### src/rtl/mem_io_ctrl_pkg.sv
// Shared definitions for the memory/IO controller.
// Holds the request-type codes, the address map, the FSM state codes and the
// address-region decode helper.
package mem_io_ctrl_pkg;

  typedef enum logic [3:0] {
    MODE_NONE = 4'd0,
    MODE_LW   = 4'd1,
    MODE_SW   = 4'd2,
    MODE_LB   = 4'd3,
    MODE_LBU  = 4'd4,
    MODE_SB   = 4'd5
  } io_mode_e;

  typedef enum logic [2:0] {
    ST_IDLE        = 3'd0,
    ST_SRAM_SETUP  = 3'd1,
    ST_SRAM_STROBE = 3'd2,
    ST_UART_WAIT   = 3'd3,
    ST_DONE        = 3'd4
  } state_e;

  typedef enum logic [1:0] {
    REG_SRAM      = 2'd0,
    REG_UART_DATA = 2'd1,
    REG_UART_STAT = 2'd2,
    REG_UNMAPPED  = 2'd3
  } region_e;

  localparam logic [31:0] SRAM_BASE      = 32'h8000_0000;
  localparam logic [31:0] SRAM_MASK      = 32'hFFC0_0000;  // 4 MiB window
  localparam logic [31:0] UART_DATA_ADDR = 32'hBFD0_03F8;
  localparam logic [31:0] UART_STAT_ADDR = 32'hBFD0_03FC;

  function automatic region_e addr_region(input logic [31:0] addr);
    if ((addr & SRAM_MASK) == SRAM_BASE) return REG_SRAM;
    else if (addr == UART_DATA_ADDR)     return REG_UART_DATA;
    else if (addr == UART_STAT_ADDR)     return REG_UART_STAT;
    else                                 return REG_UNMAPPED;
  endfunction

endpackage

### src/rtl/mem_io_ctrl_lane.sv
// mem_lane_sel: byte-lane extraction and extension for SRAM reads.
// Ports:
//   i_word [31:0]  raw word from the SRAM
//   i_lane [1:0]   byte lane (byte address bits [1:0])
//   i_mode [3:0]   request type; LB sign-extends, LBU zero-extends,
//                  anything else passes the word through
//   o_data [31:0]  extended read data
module mem_lane_sel
  import mem_io_ctrl_pkg::*;
(
  input  logic [31:0] i_word,
  input  logic [1:0]  i_lane,
  input  logic [3:0]  i_mode,
  output logic [31:0] o_data
);

  logic [7:0] w_byte;

  always_comb begin
    w_byte = i_word[7:0];
    case (i_lane)
      2'd0:    w_byte = i_word[7:0];
      2'd1:    w_byte = i_word[15:8];
      2'd2:    w_byte = i_word[23:16];
      default: w_byte = i_word[31:24];
    endcase
  end

  always_comb begin
    o_data = i_word;
    if (i_mode == MODE_LB)
      o_data = {{24{w_byte[7]}}, w_byte};
    else if (i_mode == MODE_LBU)
      o_data = {24'b0, w_byte};
  end

endmodule

### src/rtl/mem_io_ctrl.sv
// mem_io_ctrl: bridges a simple CPU IO request port to an asynchronous SRAM
// and a byte-wide UART.
// Ports:
//   clk, rst                 clock, async active-high reset
//   io_mode/io_addr/io_wdata request (held stable by the master until io_ready)
//   io_rdata, io_ready       read data (held until next read) and done pulse
//   sram_*                   SRAM address, data, strobes and byte enables
//   uart_*                   UART tx handshake and rx data/acknowledge
//
// state          | meaning
// ST_IDLE        | waiting for io_mode != NONE
// ST_SRAM_SETUP  | chip enable, address and byte enables settle
// ST_SRAM_STROBE | oe_n/we_n asserted for WAIT_CYCLES cycles
// ST_UART_WAIT   | UART/unmapped decode; UART tx holds here while busy
// ST_DONE        | io_ready pulse, write data still driven
module mem_io_ctrl
  import mem_io_ctrl_pkg::*;
#(
  parameter int WAIT_CYCLES = 2
) (
  input  logic        clk,
  input  logic        rst,
  input  logic [3:0]  io_mode,
  input  logic [31:0] io_addr,
  input  logic [31:0] io_wdata,
  output logic [31:0] io_rdata,
  output logic        io_ready,
  output logic [19:0] sram_addr,
  output logic [31:0] sram_dout,
  output logic        sram_doe,
  input  logic [31:0] sram_din,
  output logic        sram_ce_n,
  output logic        sram_oe_n,
  output logic        sram_we_n,
  output logic [3:0]  sram_be_n,
  output logic [7:0]  uart_tx_data,
  output logic        uart_tx_start,
  input  logic        uart_tx_busy,
  input  logic [7:0]  uart_rx_data,
  input  logic        uart_rx_valid,
  output logic        uart_rx_ack
);

  state_e      r_state;
  state_e      w_next;
  logic [3:0]  r_wait;
  logic [31:0] r_rdata;

  region_e     w_region;
  logic        w_rd;
  logic        w_wr;
  logic        w_byte;
  logic        w_uart_tx;
  logic [3:0]  w_be_n;
  logic [31:0] w_lane_data;
  logic [31:0] w_uart_rdata;
  logic        w_strobe_last;

  // Request fields are read straight from the port: the master keeps them
  // stable until io_ready, so no request register is needed.
  assign w_region  = addr_region(io_addr);
  assign w_rd      = (io_mode == MODE_LW) || (io_mode == MODE_LB) || (io_mode == MODE_LBU);
  assign w_wr      = (io_mode == MODE_SW) || (io_mode == MODE_SB);
  assign w_byte    = (io_mode == MODE_LB) || (io_mode == MODE_LBU) || (io_mode == MODE_SB);
  assign w_uart_tx = w_wr && (w_region == REG_UART_DATA);
  assign w_be_n    = w_byte ? ~(4'b0001 << io_addr[1:0]) : 4'b0000;

  assign sram_addr     = io_addr[21:2];
  assign sram_dout     = (io_mode == MODE_SB) ? {4{io_wdata[7:0]}} : io_wdata;
  assign uart_tx_data  = io_wdata[7:0];
  assign io_rdata      = r_rdata;
  assign w_strobe_last = (r_state == ST_SRAM_STROBE) && (r_wait == 4'd0);

  mem_lane_sel u_lane_sel (
    .i_word (sram_din),
    .i_lane (io_addr[1:0]),
    .i_mode (io_mode),
    .o_data (w_lane_data)
  );

  always_comb begin
    w_uart_rdata = 32'b0;
    if (w_region == REG_UART_DATA)
      w_uart_rdata = {24'b0, uart_rx_data};
    else if (w_region == REG_UART_STAT)
      w_uart_rdata = {30'b0, uart_rx_valid, ~uart_tx_busy};
  end

  always_ff @(posedge clk or posedge rst) begin
    if (rst) begin
      r_state <= ST_IDLE;
      r_wait  <= 4'd0;
      r_rdata <= 32'b0;
    end else begin
      r_state <= w_next;
      // Strobe length is a down-counter; zero marks the last strobe cycle.
      if (r_state == ST_SRAM_SETUP)
        r_wait <= 4'(WAIT_CYCLES - 1);
      else if ((r_state == ST_SRAM_STROBE) && (r_wait != 4'd0))
        r_wait <= r_wait - 4'd1;
      if (w_strobe_last && w_rd)
        r_rdata <= w_lane_data;
      else if ((r_state == ST_UART_WAIT) && w_rd)
        r_rdata <= w_uart_rdata;
    end
  end

  // Strobes are decoded from the state register so that reset removes them
  // in the same cycle it is asserted.
  always_comb begin
    w_next        = r_state;
    io_ready      = 1'b0;
    sram_ce_n     = 1'b1;
    sram_oe_n     = 1'b1;
    sram_we_n     = 1'b1;
    sram_be_n     = 4'hF;
    sram_doe      = 1'b0;
    uart_tx_start = 1'b0;
    uart_rx_ack   = 1'b0;
    case (r_state)
      ST_IDLE: begin
        if (w_rd || w_wr)
          w_next = (w_region == REG_SRAM) ? ST_SRAM_SETUP : ST_UART_WAIT;
      end
      ST_SRAM_SETUP: begin
        sram_ce_n = 1'b0;
        sram_be_n = w_be_n;
        sram_doe  = w_wr;
        w_next    = ST_SRAM_STROBE;
      end
      ST_SRAM_STROBE: begin
        sram_ce_n = 1'b0;
        sram_be_n = w_be_n;
        sram_oe_n = ~w_rd;
        sram_we_n = ~w_wr;
        sram_doe  = w_wr;
        if (r_wait == 4'd0)
          w_next = ST_DONE;
      end
      ST_UART_WAIT: begin
        if (w_uart_tx) begin
          if (!uart_tx_busy) begin
            uart_tx_start = 1'b1;
            w_next        = ST_DONE;
          end
        end else begin
          w_next = ST_DONE;
        end
      end
      ST_DONE: begin
        io_ready    = 1'b1;
        // Write data held one cycle past the we_n rise.
        sram_doe    = w_wr && (w_region == REG_SRAM);
        uart_rx_ack = w_rd && (w_region == REG_UART_DATA) && uart_rx_valid;
        w_next      = ST_IDLE;
      end
      default: w_next = ST_IDLE;
    endcase
  end

endmodule

### config.mk
export PLATFORM = sky130hd
export DESIGN_NAME = mem_io_ctrl
export DESIGN_NICKNAME = d
export VERILOG_FILES = /design/src/rtl/mem_io_ctrl_pkg.sv /design/src/rtl/mem_io_ctrl_lane.sv /design/src/rtl/mem_io_ctrl.sv
export SDC_FILE = /design/constraint.sdc
export NUM_CORES = 1
export LEC_CHECK = 0
export CORE_MARGIN = 5
export CORE_UTILIZATION = 39
export DETAILED_ROUTE_END_ITERATION = 16
export PLACE_DENSITY_LB_ADDON = 0.05
export REMOVE_ABC_BUFFERS = 1
export SYNTH_ARGS = -nofsm -noshare
export SYNTH_HDL_FRONTEND = slang
export SYNTH_HIERARCHICAL = 1
export SYNTH_SLANG_ARGS = --single-unit
### constraint.sdc
create_clock -name clk -period 3.4 [get_ports clk]
set_input_delay 0.51 -clock clk [delete_from_list [all_inputs] [get_ports clk]]
set_output_delay 0.51 -clock clk [all_outputs]
set_load 0.05 [all_outputs]
==> summary.md <==
| Metric | Value |
|---|---|
| Crit. End Element | `output pin` |
| Ports | `215` |
| Sequential power share | `25.3%` |
| TritonCTS buffer count | `5` |
| Grt met3 use | `6.16%` |
| Die Ht | `98.5 µm` |
| Die Width | `98.5 µm` |
| Met1 Usage GRT | `28.8%` |
| DR vias | `3319` |
| CTS Hold Bufs | `0` |
| Multi-input gate area | `1640 µm²` |
| Sw power | `1.42 mW` |
| Worst path cell trace | `clkdlybuf4s50_1, or4bb_1, nor4_4, and4b_1, and4_1, buf_12` |
| Post-synth top area share | `31.9%` |
| Synth area leaders | `dfrtp_1 (32%), nand2_1 (9.0%), buf_4 (8.8%)` |
| CP bufs+invs | `2` |
| GR peak layer | `met2` |
| Clock Power Share | `10.4%` |
| Drt pass-1 iters | `4` |
| Global-route wire length before repair | `19.0 mm` |
| Buffers added on ports | `214` |
| Crit path arrival time | `2600 ps` |
| Die area | `9710 µm²` |
| Synthesized area per cell | `8.66 µm²` |
| Synth cell types | `58` |
| Post-Syn Instances | `353` |
| Asr flop ratio synth | `100%` |
| Clk root buf | `clkbuf_8` |
| Initial antenna violation count | `0` |
| RSZ-0062 raised after global routing | `false` |
| Global Route Usage Sum | `24.3%` |
| Post-synth EDFFs | `0` |
| Vias in the first global route | `3576` |
| Overall Power | `2.91 mW` |
| Clk_lat worst skew | `290 ps` |
| Fmax | `0.322 GHz` |
| CP required | `2890 ps` |
| Post-DP HPWL | `9.77 mm` |
| #FFs+latches synth | `39` |
| Initial cell density of the core | `39.8%` |
| Register area | `976 µm²` |
| Critical path's top delay family | `simple AND/OR/NAND/NOR gates` |
| Post-route setup slack | `291 ps` |
| DR WL/cell | `19.4 µm` |
| CORE AREA | `7690 µm²` |
| H-tree levels | `2` |
| CTS max path bufs | `2` |
| Pins Over Slew Limit | `0` |
| Final Util | `69.6%` |
| Final hold vios | `0` |
| Final period util | `91.4%` |
| Max Cap Violations | `0` |
| Combinational power share | `64.3%` |
| Status | `complete, no violations` |
| DP Worst Slack | `271 ps` |
| Pwr/cell area | `544 nW/µm²` |
| Antenna viol nets, final | `0` |
| CP max stage cell | `or4bb_1` |
| Fin crit period | `3110 ps` |
| Worst path max stage delay | `550 ps` |
| Antenna diode count | `0` |
| Area grow syn2layout | `74.9%` |
| Setup TNS | `0 ps` |
| Postcts setup bufs | `0` |
| Most common cell after layout, fill and taps aside | `clkdlybuf4s50_1` |
| Sink Count | `39` |
| Slew HR | `41.3%` |
| Register area share after synthesis | `31.9%` |
| Leakage | `2.50 nW` |
| Overflow after GRT | `0` |
| Share of cells above drive strength 1 | `13.5%` |
| Filler cells | `635` |
| CTS tree | `done` |
| Ys Warns | `6` |
| Detailed-route vias per instance | `5.29` |
| Crit Path Max Fanout | `3` |
| Final Skew | `6.14 ps` |
| DRC | `0` |
| Gp weighted congestion | `0.902` |
| Final setup viols | `0` |
| Mapped cell area | `3060 µm²` |
| Slew @ Worst Pin | `876 ps` |
| Largest net degree at the start of global routing | `34` |
| Gates resized, CTS repair | `0` |
| Detailed Route Iter0 Violations | `145` |
| Synth area leader | `dfrtp_1` |
| Row count | `32` |
| Clock transition at path regs | `70 ps` |
| Nets@finish | `639` |
| Synth Flop Type | `dfrtp_1` |
| Worst VDD drop | `383 µV` |
| Most frequent cells in the layout | `clkdlybuf4s50_1 (182), nand2_1 (73), dfrtp_1 (39)` |
| Internal power | `1.49 mW` |
| Min-Delay Path Class | `reg -> reg` |
| Path type of the worst setup path | `in -> out` |
| Crit start category | `input port` |
| Met2 Usage GRT | `43.2%` |
| Switching share of total power | `48.6%` |
| WL final | `12.2 mm` |
stage by stage:
stage          cell area (µm²)  hold slack (ps)  instances
3_5_place_dp              5270              480        620
5_1_grt                   5350              522        628
3_3_place_gp              5270              483        620
6_report                  5350              500        628
2_1_floorplan             2650              506        294
4_1_cts                   5350              507        628
area by class of cell:
class	instances	share of cell area, %
clock buffer	7	1.43
clock inverter	1	0.0936
inverter	9	0.632
multi-input combinational	246	30.7
sequential	39	18.2
tap	102	2.39
timing repair buffer	224	46.5
routing by layer:
layer	share of wire, %	vias up
li1	-	1570
met2	51	149
met4	1.7	0
met5	0	-
met1	40	1587
met3	7.7	13
registers in the layout, summed over array words and instances, names as in the netlist:
signal / cells
io_rdata: 32
r_wait: 4
r_state: 3
cell families (layout without fill, tap and decap cells):
kind of cell / count (synthesis) / after routing / synth area share [%]
buffers and inverters: 68 / 241 / 14.5
muxes: 10 / 10 / 4.01
xor gates and xnor gates: 4 / 4 / 1.15
and+or+nand+nor: 153 / 153 / 26.8
DFF: 39 / 39 / 31.9
adders and majority gates: 2 / 2 / 0.819
AOI/OAI and AO/OA: 77 / 77 / 20.8
path summary, 6_finish.rpt:
kind / start / to / slack, ps / depth (start not counted)
setup / recovery: io_addr[3] / uart_tx_start / 290 / 6
hold / removal: io_rdata[30] / io_rdata[30] / 500 / 1
setup reg to reg: r_state[1] / r_state[1] / 1310 / 5
hold reg to reg: io_rdata[30] / io_rdata[30] / 500 / 1
max in group asynchronous: rst / io_rdata[8] / 2130 / 3
min in group asynchronous: rst / io_rdata[27] / 600 / 2
Yosys cell counts (3+ instances only):
cell       n
and3_1     7
nand4b_1   3
a221o_1    6
nor2b_1    4
a21o_1    24
buf_6      3
nand2_1   73
nand2b_1   4
dfrtp_1   39
inv_1      9
nand3_1   16
clkbuf_1  11
buf_4     36
a32oi_1    7
a21oi_1    3
buf_2      7
nor2_1    10
a22o_1    24
mux2_2     7
nor3_1     7
nor3b_1    5
o21ai_0    4
power by group through the flow:
stage	clock (mW)	sequential (mW)	combinational (mW)
floorplan	0	1.15	0.630
global placement	0	0.736	1.85
detailed placement	0	0.742	1.88
CTS	0.314	0.737	1.88
global route	0.332	0.760	1.96
finish	0.302	0.737	1.87
Note: power is estimated with default switching activity, not from simulation.
